===== src/rtl/imem_pkg.sv =====
// imem_pkg: shared state type, fill constant and address helper
// for the instruction memory controller.
package imem_pkg;

    typedef enum logic [1:0] {
        CLEAR,
        IDLE,
        LOAD
    } imem_state_t;

    localparam logic [31:0] NOP_DEFAULT = 32'h0000_0013;

    function automatic logic [29:0] word_idx(input logic [31:0] addr);
        return addr[31:2];
    endfunction

endpackage


===== src/rtl/instr_mem_ctrl_if.sv =====
// instr_mem_ctrl_if: fetch and program-load bundle for instr_mem_ctrl.
// Parity signals exist only when IMEM_PARITY_EN is defined.
interface instr_mem_ctrl_if #(
    parameter int XLEN  = 32,
    parameter int DEPTH = 64
);
    localparam int CW = $clog2(DEPTH) + 1;

    logic            fetch_req;
    logic [31:0]     fetch_addr;
    logic            fetch_valid;
    logic [XLEN-1:0] fetch_instr;
    logic            fetch_fault;
    logic            load_start;
    logic [31:0]     load_base;
    logic [CW-1:0]   load_count;
    logic            load_valid;
    logic [XLEN-1:0] load_data;
    logic            load_ready;
    logic            load_done;
    logic            busy;
`ifdef IMEM_PARITY_EN
    logic            par_inject;
    logic            fetch_parity_err;
`endif

    modport master (
        output fetch_req,
        output fetch_addr,
        input  fetch_valid,
        input  fetch_instr,
        input  fetch_fault,
        output load_start,
        output load_base,
        output load_count,
        output load_valid,
        output load_data,
        input  load_ready,
        input  load_done,
`ifdef IMEM_PARITY_EN
        output par_inject,
        input  fetch_parity_err,
`endif
        input  busy
    );

    modport slave (
        input  fetch_req,
        input  fetch_addr,
        output fetch_valid,
        output fetch_instr,
        output fetch_fault,
        input  load_start,
        input  load_base,
        input  load_count,
        input  load_valid,
        input  load_data,
        output load_ready,
        output load_done,
`ifdef IMEM_PARITY_EN
        input  par_inject,
        output fetch_parity_err,
`endif
        output busy
    );

endinterface


===== src/rtl/imem_ram.sv =====
// imem_ram: DEPTH x W storage, one synchronous write port and
// one registered read port whose output register resets to zero.
module imem_ram #(
    parameter int W     = 32,
    parameter int DEPTH = 64,
    localparam int AW   = $clog2(DEPTH)
) (
    input  logic          clk,
    input  logic          reset,
    input  logic          i_we,
    input  logic [AW-1:0] i_waddr,
    input  logic [W-1:0]  i_wdata,
    input  logic          i_re,
    input  logic [AW-1:0] i_raddr,
    output logic [W-1:0]  o_rdata
);
    logic [W-1:0] r_mem [DEPTH];
    logic [W-1:0] r_rdata;

    always_ff @(posedge clk) begin
        if (i_we) begin
            r_mem[i_waddr] <= i_wdata;
        end
    end

    always_ff @(posedge clk) begin
        if (reset) begin
            r_rdata <= '0;
        end else if (i_re) begin
            r_rdata <= r_mem[i_raddr];
        end
    end

    assign o_rdata = r_rdata;

endmodule


===== src/rtl/instr_mem_ctrl.sv =====
// instr_mem_ctrl: instruction memory with reset-time clear, streaming
// loader and faulting fetch port. Optional parity: IMEM_PARITY_EN.
module instr_mem_ctrl
    import imem_pkg::*;
#(
    parameter int              XLEN     = 32,
    parameter int              DEPTH    = 64,
    parameter logic [XLEN-1:0] NOP_WORD = XLEN'(NOP_DEFAULT)
) (
    input logic            clk,
    input logic            reset,
    instr_mem_ctrl_if.slave bus
);
    localparam int AW = $clog2(DEPTH);
`ifdef IMEM_PARITY_EN
    localparam int W = XLEN + 1;
`else
    localparam int W = XLEN;
`endif

    imem_state_t     r_state;
    imem_state_t     w_next;
    logic [AW-1:0]   r_idx;
    logic [AW-1:0]   r_ptr;
    logic [AW:0]     r_rem;
    logic            r_done;
    logic            r_fvalid;
    logic            r_fault;
    logic            w_beat;
    logic            w_we;
    logic            w_re;
    logic            w_fault;
    logic [AW-1:0]   w_waddr;
    logic [AW-1:0]   w_raddr;
    logic [XLEN-1:0] w_wword;
    logic [W-1:0]    w_wdata;
    logic [W-1:0]    w_rdata;
    logic [29:0]     w_widx;
    logic            w_unused;

    always_ff @(posedge clk) begin
        if (reset) begin
            r_state <= CLEAR;
        end else begin
            r_state <= w_next;
        end
    end

    assign w_beat = (r_state == LOAD) && bus.load_valid;

    always_comb begin
        w_next  = r_state;
        w_we    = 1'b0;
        w_waddr = r_idx;
        w_wword = NOP_WORD;
        unique case (r_state)
            CLEAR: begin
                w_we = 1'b1;
                if (r_idx == AW'(DEPTH - 1)) begin
                    w_next = IDLE;
                end
            end
            IDLE: begin
                if (bus.load_start && bus.load_count != '0) begin
                    w_next = LOAD;
                end
            end
            LOAD: begin
                w_we    = bus.load_valid;
                w_waddr = r_ptr;
                w_wword = bus.load_data;
                if (bus.load_valid && r_rem == (AW + 1)'(1)) begin
                    w_next = IDLE;
                end
            end
            default: w_next = CLEAR;
        endcase
    end

    // Clear index, burst pointer/remaining count and the done pulse.
    always_ff @(posedge clk) begin
        if (reset) begin
            r_idx  <= '0;
            r_ptr  <= '0;
            r_rem  <= '0;
            r_done <= 1'b0;
        end else begin
            r_done <= 1'b0;
            if (r_state == CLEAR) begin
                r_idx <= r_idx + 1'b1;
            end
            if (r_state == IDLE && bus.load_start) begin
                r_ptr  <= bus.load_base[2 +: AW];
                r_rem  <= bus.load_count;
                r_done <= (bus.load_count == '0);
            end
            if (w_beat) begin
                r_ptr  <= r_ptr + 1'b1;
                r_rem  <= r_rem - 1'b1;
                r_done <= (r_rem == (AW + 1)'(1));
            end
        end
    end

    assign w_widx  = word_idx(bus.fetch_addr);
    assign w_fault = (bus.fetch_addr[1:0] != 2'b00)
                  || ({2'b00, w_widx} >= 32'(DEPTH))
                  || (r_state != IDLE);
    assign w_re    = bus.fetch_req && !w_fault;
    assign w_raddr = w_widx[AW-1:0];

    always_ff @(posedge clk) begin
        if (reset) begin
            r_fvalid <= 1'b0;
            r_fault  <= 1'b0;
        end else begin
            r_fvalid <= bus.fetch_req;
            if (bus.fetch_req) begin
                r_fault <= w_fault;
            end
        end
    end

`ifdef IMEM_PARITY_EN
    // Stored bit makes the word even parity; injection flips it on load.
    assign w_wdata = {(^w_wword) ^ (w_beat & bus.par_inject), w_wword};
    assign bus.fetch_parity_err =
        !r_fault && ((^w_rdata[XLEN-1:0]) != w_rdata[XLEN]);
`else
    assign w_wdata = w_wword;
`endif

    imem_ram #(
        .W     (W),
        .DEPTH (DEPTH)
    ) u_ram (
        .clk     (clk),
        .reset   (reset),
        .i_we    (w_we && !reset),
        .i_waddr (w_waddr),
        .i_wdata (w_wdata),
        .i_re    (w_re),
        .i_raddr (w_raddr),
        .o_rdata (w_rdata)
    );

    assign bus.fetch_valid = r_fvalid;
    assign bus.fetch_fault = r_fault;
    assign bus.fetch_instr = r_fault ? NOP_WORD : w_rdata[XLEN-1:0];
    assign bus.load_ready  = (r_state == LOAD);
    assign bus.load_done   = r_done;
    assign bus.busy        = (r_state != IDLE);

    assign w_unused = ^{bus.load_base[31:2+AW], bus.load_base[1:0]};

endmodule


===== src/flat_wrapper.sv =====
// flat-port wrapper written by rule: the top's interface ports become plain ports
module instr_mem_ctrl_flat import imem_pkg::*;
#(
    parameter int              XLEN     = 32,
    parameter int              DEPTH    = 64,
    parameter logic [XLEN-1:0] NOP_WORD = XLEN'(NOP_DEFAULT)
)
  (clk, reset, bus_fetch_req, bus_fetch_addr, bus_fetch_valid, bus_fetch_instr, bus_fetch_fault, bus_load_start, bus_load_base, bus_load_count, bus_load_valid, bus_load_data, bus_load_ready, bus_load_done, bus_busy);
  instr_mem_ctrl_if #(.XLEN(XLEN), .DEPTH(DEPTH)) bus_i ();
  input logic clk;
  input logic reset;
  input wire logic [$bits(bus_i.fetch_req)-1:0] bus_fetch_req;
  input wire logic [$bits(bus_i.fetch_addr)-1:0] bus_fetch_addr;
  output wire logic [$bits(bus_i.fetch_valid)-1:0] bus_fetch_valid;
  output wire logic [$bits(bus_i.fetch_instr)-1:0] bus_fetch_instr;
  output wire logic [$bits(bus_i.fetch_fault)-1:0] bus_fetch_fault;
  input wire logic [$bits(bus_i.load_start)-1:0] bus_load_start;
  input wire logic [$bits(bus_i.load_base)-1:0] bus_load_base;
  input wire logic [$bits(bus_i.load_count)-1:0] bus_load_count;
  input wire logic [$bits(bus_i.load_valid)-1:0] bus_load_valid;
  input wire logic [$bits(bus_i.load_data)-1:0] bus_load_data;
  output wire logic [$bits(bus_i.load_ready)-1:0] bus_load_ready;
  output wire logic [$bits(bus_i.load_done)-1:0] bus_load_done;
  output wire logic [$bits(bus_i.busy)-1:0] bus_busy;
  assign bus_i.fetch_req = bus_fetch_req;
  assign bus_i.fetch_addr = bus_fetch_addr;
  assign bus_fetch_valid = bus_i.fetch_valid;
  assign bus_fetch_instr = bus_i.fetch_instr;
  assign bus_fetch_fault = bus_i.fetch_fault;
  assign bus_i.load_start = bus_load_start;
  assign bus_i.load_base = bus_load_base;
  assign bus_i.load_count = bus_load_count;
  assign bus_i.load_valid = bus_load_valid;
  assign bus_i.load_data = bus_load_data;
  assign bus_load_ready = bus_i.load_ready;
  assign bus_load_done = bus_i.load_done;
  assign bus_busy = bus_i.busy;
  instr_mem_ctrl #(.XLEN(XLEN), .DEPTH(DEPTH), .NOP_WORD(NOP_WORD)) u_core (.clk(clk), .reset(reset), .bus(bus_i));
endmodule

===== config.mk =====
export PLATFORM = sky130hd
export DESIGN_NAME = instr_mem_ctrl_flat
export DESIGN_NICKNAME = d
export VERILOG_FILES = /design/src/rtl/imem_pkg.sv /design/src/rtl/instr_mem_ctrl_if.sv /design/src/rtl/imem_ram.sv /design/src/rtl/instr_mem_ctrl.sv /design/src/flat_wrapper.sv
export SDC_FILE = /design/constraint.sdc
export NUM_CORES = 2
export LEC_CHECK = 0
export BUFFER_PORTS_ARGS = -buffer_cell sky130_fd_sc_hd__buf_2
export CORE_UTILIZATION = 55
export DETAILED_ROUTE_END_ITERATION = 10
export PLACE_DENSITY = 0.78
export SLEW_MARGIN = 10
export SYNTH_ARGS = -nofsm -noshare
export SYNTH_HDL_FRONTEND = slang
export SYNTH_SLANG_ARGS = --single-unit
export TNS_END_PERCENT = 10

===== constraint.sdc =====
create_clock -name clk -period 9.15 [get_ports clk]
set_clock_uncertainty 0.1 [all_clocks]
set_input_delay 0.915 -clock clk [delete_from_list [all_inputs] [get_ports clk]]
set_output_delay 0.915 -clock clk [all_outputs]
set_load 0.02 [all_outputs]

* Word-level counts from Yosys, hierarchy flattened
Memories as Yosys holds them, arrays and structs flattened. A register that Yosys moved wholly into a read port is not among the register bits. Index checks and enable logic that the tools add are counted.
Cells by class: $add $sub $neg 3, eq/ne operators 8, mux-type cells 16, reduce and logical (&&, ||, !) cells 16, order comparisons 1
Operators by type and width (number):
- $mux 32 | 2
- $ge 30x7->1 const B | 1
- $mux 6 | 3
- $mux 7 | 2
- $add 6x1->6 const B | 2
- $ne 2x1->1 const B | 4
- $eq 7x1->1 const B | 1
- $logic_not 7->1 | 1
- $reduce_bool 7->1 | 1
- $sub 7x1->7 const B | 1
- $eq 6x6->1 const B | 1
- $logic_and 1x1->1 | 6
- $mux 2 | 3
- $pmux 2 s3 | 1
- $mux 1 | 4
- $reduce_bool 2->1 | 2
- $reduce_and 3->1 | 1
- $eq 2x1->1 const B | 1
- $eq 2x2->1 const B | 1
- $logic_not 1->1 | 2
- $logic_not 2->1 | 1
- $logic_or 1x1->1 | 2
- $pmux 1 s2 | 1
Storage, ports and cells: input bits 108, memories 1, word-level logic and storage cells 52, flip-flop bits (word level) 24, memory bits (writable) 2048
Memory list:
- u_core.u_ram.r_mem | depth 64, width 32, rd ports 1, clocked after Yosys merged registers in 1, write ports 1, RTL line imem_ram.sv:17 | logic [W-1:0] r_mem [DEPTH];

* Longest topological paths before layout
depth after elaboration 5, mapped depth 11, depth with buffers taken out 7

* By module
A second synthesis with hierarchy kept.
Unflattened totals: cell total of the unflattened synthesis 3939, area, all modules 81400.6 um^2
By module, submodules not included:
- imem_ram | cells an instance 3710, area an instance 79590.1 um^2, times used 1
- instr_mem_ctrl | cells an instance 229, area an instance 1810.5 um^2, times used 1

* Least setup slack after synthesis
No wires, ideal clock.
path type in2reg, from input reset, to memory u_core.u_ram.r_mem[55][10] (enable), setup time 0.421 ns, buffers on the path 1, stages on the path 4, data required time 8.629 ns, slack 5.592 ns, arrival 3.037 ns, cells stage by stage clkbuf_1 > nor3_1 > nand2_1 > nor2_1
On the way: cells in the longest elaborated chain, start to end 4
RTL lines:
- from (decl) | RTL line flat_wrapper.sv:11 | input logic reset;
- $logic_not 1->1 | RTL line instr_mem_ctrl.sv:139 | .i_we (w_we && !reset),
- $logic_and 1x1->1 | RTL line instr_mem_ctrl.sv:139
- $mux 1 | RTL line imem_ram.sv:21 | if (i_we) begin
- $mux 1 (not written as such) | RTL line imem_ram.sv:22 | r_mem[i_waddr] <= i_wdata;
- to (decl) | RTL line imem_ram.sv:17
Every way passes these cells.

* Worst setup path after layout
from register u_core.r_state[1], to memory u_core.u_ram.r_mem[22][4] (enable)
On the way: cells in the longest elaborated chain, start to end 5, elaborated cells on any way between the ends 7, those cells by class eq/ne: 1; mux: 4; reduce/logical: 2
RTL lines:
- from (decl) | RTL line instr_mem_ctrl.sv:21 | imem_state_t r_state;
- from (signal assigned) | RTL line instr_mem_ctrl.sv:45 | r_state <= w_next;
- $eq 2x2->1 or $logic_not 2->1 (tied branches) | RTL line instr_mem_ctrl.sv:56 | unique case (r_state)
- $pmux 1 s2 | RTL line instr_mem_ctrl.sv:56
- $logic_and 1x1->1 | RTL line instr_mem_ctrl.sv:139
- $mux 1 | RTL line imem_ram.sv:21
- $mux 1 (not written as such) | RTL line imem_ram.sv:22
Parallel ways exist; a longest one is shown, timed or not.

==> impl_metrics.toml <==
[clocking]
post_cts_buffers = 0
post_cts_resized = 0
cts_root_buf = "clkbuf_16"
clk_latency_ns = 0.82
clock-sinks = 2104
ctsHtreeMaxLevel = 4
ctsHoldBuffers = 0
numCtsBuffers = 191
tritoncts = "done"
clkTransAtPathRegs_ns = 0.06
clockBufferDepth = 3

[worst_setup_path]
critPathMostFrequentCell = "buf_4"
setup.worst_path.end_class = "register"
start_kind = "register"
critical_path_required_ns = 9.53
worstPathCellList = "nand2b_1 > inv_1 > buf_4 > mux2i_1 > nand2_1 > nor2_4 > buf_4"
slowest_delay_ns = 0.81
critPathArrivalTime_ns = 5.20
worstSetupPathType = "register to register"
slowest_stage = "nor2_4"
critPathMaxFanout = 23

[synthesis]
synth_edf_count = 2048
synthFlopType = "edfxtp_1"
synth_seq_area_share = 0.770
synth.cell_area_um2 = 81300
synth-async-reset-ratio = 0
yosysWarningCount = 0
synth.area.top_cells = "edfxtp_1 76%, mux4_2 14%, mux2_2 2.0%"
synth_top_area_share = 0.756
synth_area_leader_cell = "edfxtp_1"
syn_area_per_cell_um2 = 22.0
syn-num-nets = 3809
ys_seq_elements = 2104
synth_cells = 3697
yosysUniqueCellTypes = 56

[cells_and_area]
finalInstanceArea_um2 = 91000
fin_nets = 4038
drive_gt1_frac = 0.313
fillers = 9368
final_common_cell = "edfxtp_1"
syn_to_final_growth_pct = 12.0
layout_common_cells = "2048 x edfxtp_1, 515 x mux4_2, 200 x clkbuf_16"

[detailed_routing]
viasPerCell = 6.93
remaining_drc_errors = 0
routed-via-count = 41604
routed_wl_um = 212000
firstDrtPassIters = 6
first_iter_violations = 6635
ant_nets = 0
wl_per_cell_um = 35.3

[floorplanning]
die-area_um2 = 149000
dieWidth_um = 386
coreArea_um2 = 146000
chipHeight_um = 386
ios = 145
num_rows = 140
start_util = 0.556

[min_path]
hold_class = "input pin to register"

[placed_design]
hpwl_um = 109000
dpl_cell_area_um2 = 84900
io_buffers = 118
gp_congestion = 0.855

[pwr]
finalPower_w = 0.0189
leakage_nw = 32.3
vdd_drop_max_mv = 0.196
powerDensity_nw_per_um2 = 208

[timing]
whs_ns = 0.256
relSlewSlack = 0.0910
period_share = 0.527
final-hold-violation-count = 0
tightest_slew_ns = 1.36
slew_viol_final = 0
rsz0062_at_grt = "false"
min_period_ns = 4.82
setup_viol_count_final = 0
tns_ns = 0
fmax_ghz = 0.207

[global_route]
grtUsageTotal = 0.284
gr-total-overflow = 0
grt_pass1_vias = 41014
grt_max_degree = 151
grt_pass1_wl_um = 298000
grt_antenna_before_repair = 16

[status]
status = "finished clean"

[flow_run]
maxCapViolCount = 0
## critical path, delay by kind of cell, from the launching register on
| family | cells | cell delay (ns) |
|---|---|---|
| buffers and inverters | 3 | 1.38 |
| DFF | 1 | 0.53 |
| muxes | 1 | 0.65 |
| and+or+nand+nor | 3 | 1.79 |
## synth_stat cells, types with 35 or more instances
cell	count
nor2_1	90
edfxtp_1	2048
buf_2	62
nand2b_1	41
mux2i_1	46
dfxtp_1	56
mux2_2	145
mux4_2	515
o21ai_0	43
nand2_1	105
o22ai_1	57
nor2b_1	38
buf_1	38
nor3_1	35
clkbuf_1	80
## report_power, final
group | leakage [nW] | switching, W | internal (W) | total [W]
Combinational | 6.66 | 0.000353 | 0.000245 | 0.000598
Sequential | 22.6 | 0.00000774 | 0.0104 | 0.0104
Clock | 3.00 | 0.00345 | 0.00442 | 0.00787
Total | 32.3 | 0.00381 | 0.0151 | 0.0189
## path summary, 6_finish.rpt
kind | end | start | slack, ns | cells after the start
worst max register to register | u_core.u_ram.r_mem[22][4] | u_core.r_state[1] | 4.33 | 7
worst min register to register | u_core.r_rem[6] | u_core.r_rem[6] | 0.40 | 1
worst min-delay path | u_core.r_ptr[5] | bus_load_base[7] | 0.26 | 3
worst max-delay path | u_core.u_ram.r_mem[22][4] | u_core.r_state[1] | 4.33 | 7
## through the flow
step / setup WS, ns / utilization / instances
after floorplan: 5.59 / - / 3697
after global placement: 4.48 / 0.581 / 5650
after detailed placement: 4.44 / 0.581 / 5650
after CTS: 4.52 / 0.623 / 5999
after global routing: 4.28 / 0.623 / 5999
final: 4.33 / 0.623 / 6003
## flip-flops by register name, summed over array words and instances (netlist names)
signal	count
u_core.r_state	2
u_core.u_ram.o_rdata	32
u_core.bus.fetch_valid	1
u_core.r_rem	7
u_core.r_idx	6
u_core.bus.load_done	1
u_core.u_ram.r_mem	2048
u_core.r_ptr	6
u_core.bus.fetch_fault	1
## kinds of logic (layout without fill, tap and decap cells)
| group | count (synthesis) | count (layout) | synth area share |
|---|---|---|---|
| AO/OA/AOI/OAI | 274 | 274 | 0.0240 |
| XOR/XNOR | 4 | 4 | 0.000431 |
| adder cells (fa/ha/maj) | 4 | 4 | 0.000616 |
| buffers and inverters | 211 | 596 | 0.0123 |
| flip-flops | 2104 | 2104 | 0.770 |
| multiplexers | 706 | 706 | 0.168 |
| other | 0 | 4 | 0 |
| AND/OR/NAND/NOR | 394 | 394 | 0.0240 |
## routing by layer
layer	wire length (µm)	GRT usage	share of wire
met1	74700	0.387	0.35
met2	100000	0.440	0.47
met3	26900	0.0683	0.13
met4	9710	0.127	0.046
met5	134	0	0.00063
## layout make-up
cell class              instances  area (µm²)  area share
multi-input cells            1382       18200       0.201
clock buffers                 248        5290      0.0581
flip-flops and latches       2104       62600       0.688
diodes                          4        10.0    0.000110
well taps                    1917        2400      0.0264
repair buffers                240        1610      0.0177
clock inverters               101         820     0.00900
inverters                       7        26.3    0.000289
No activity file was read; power rests on OpenSTA's default activity.
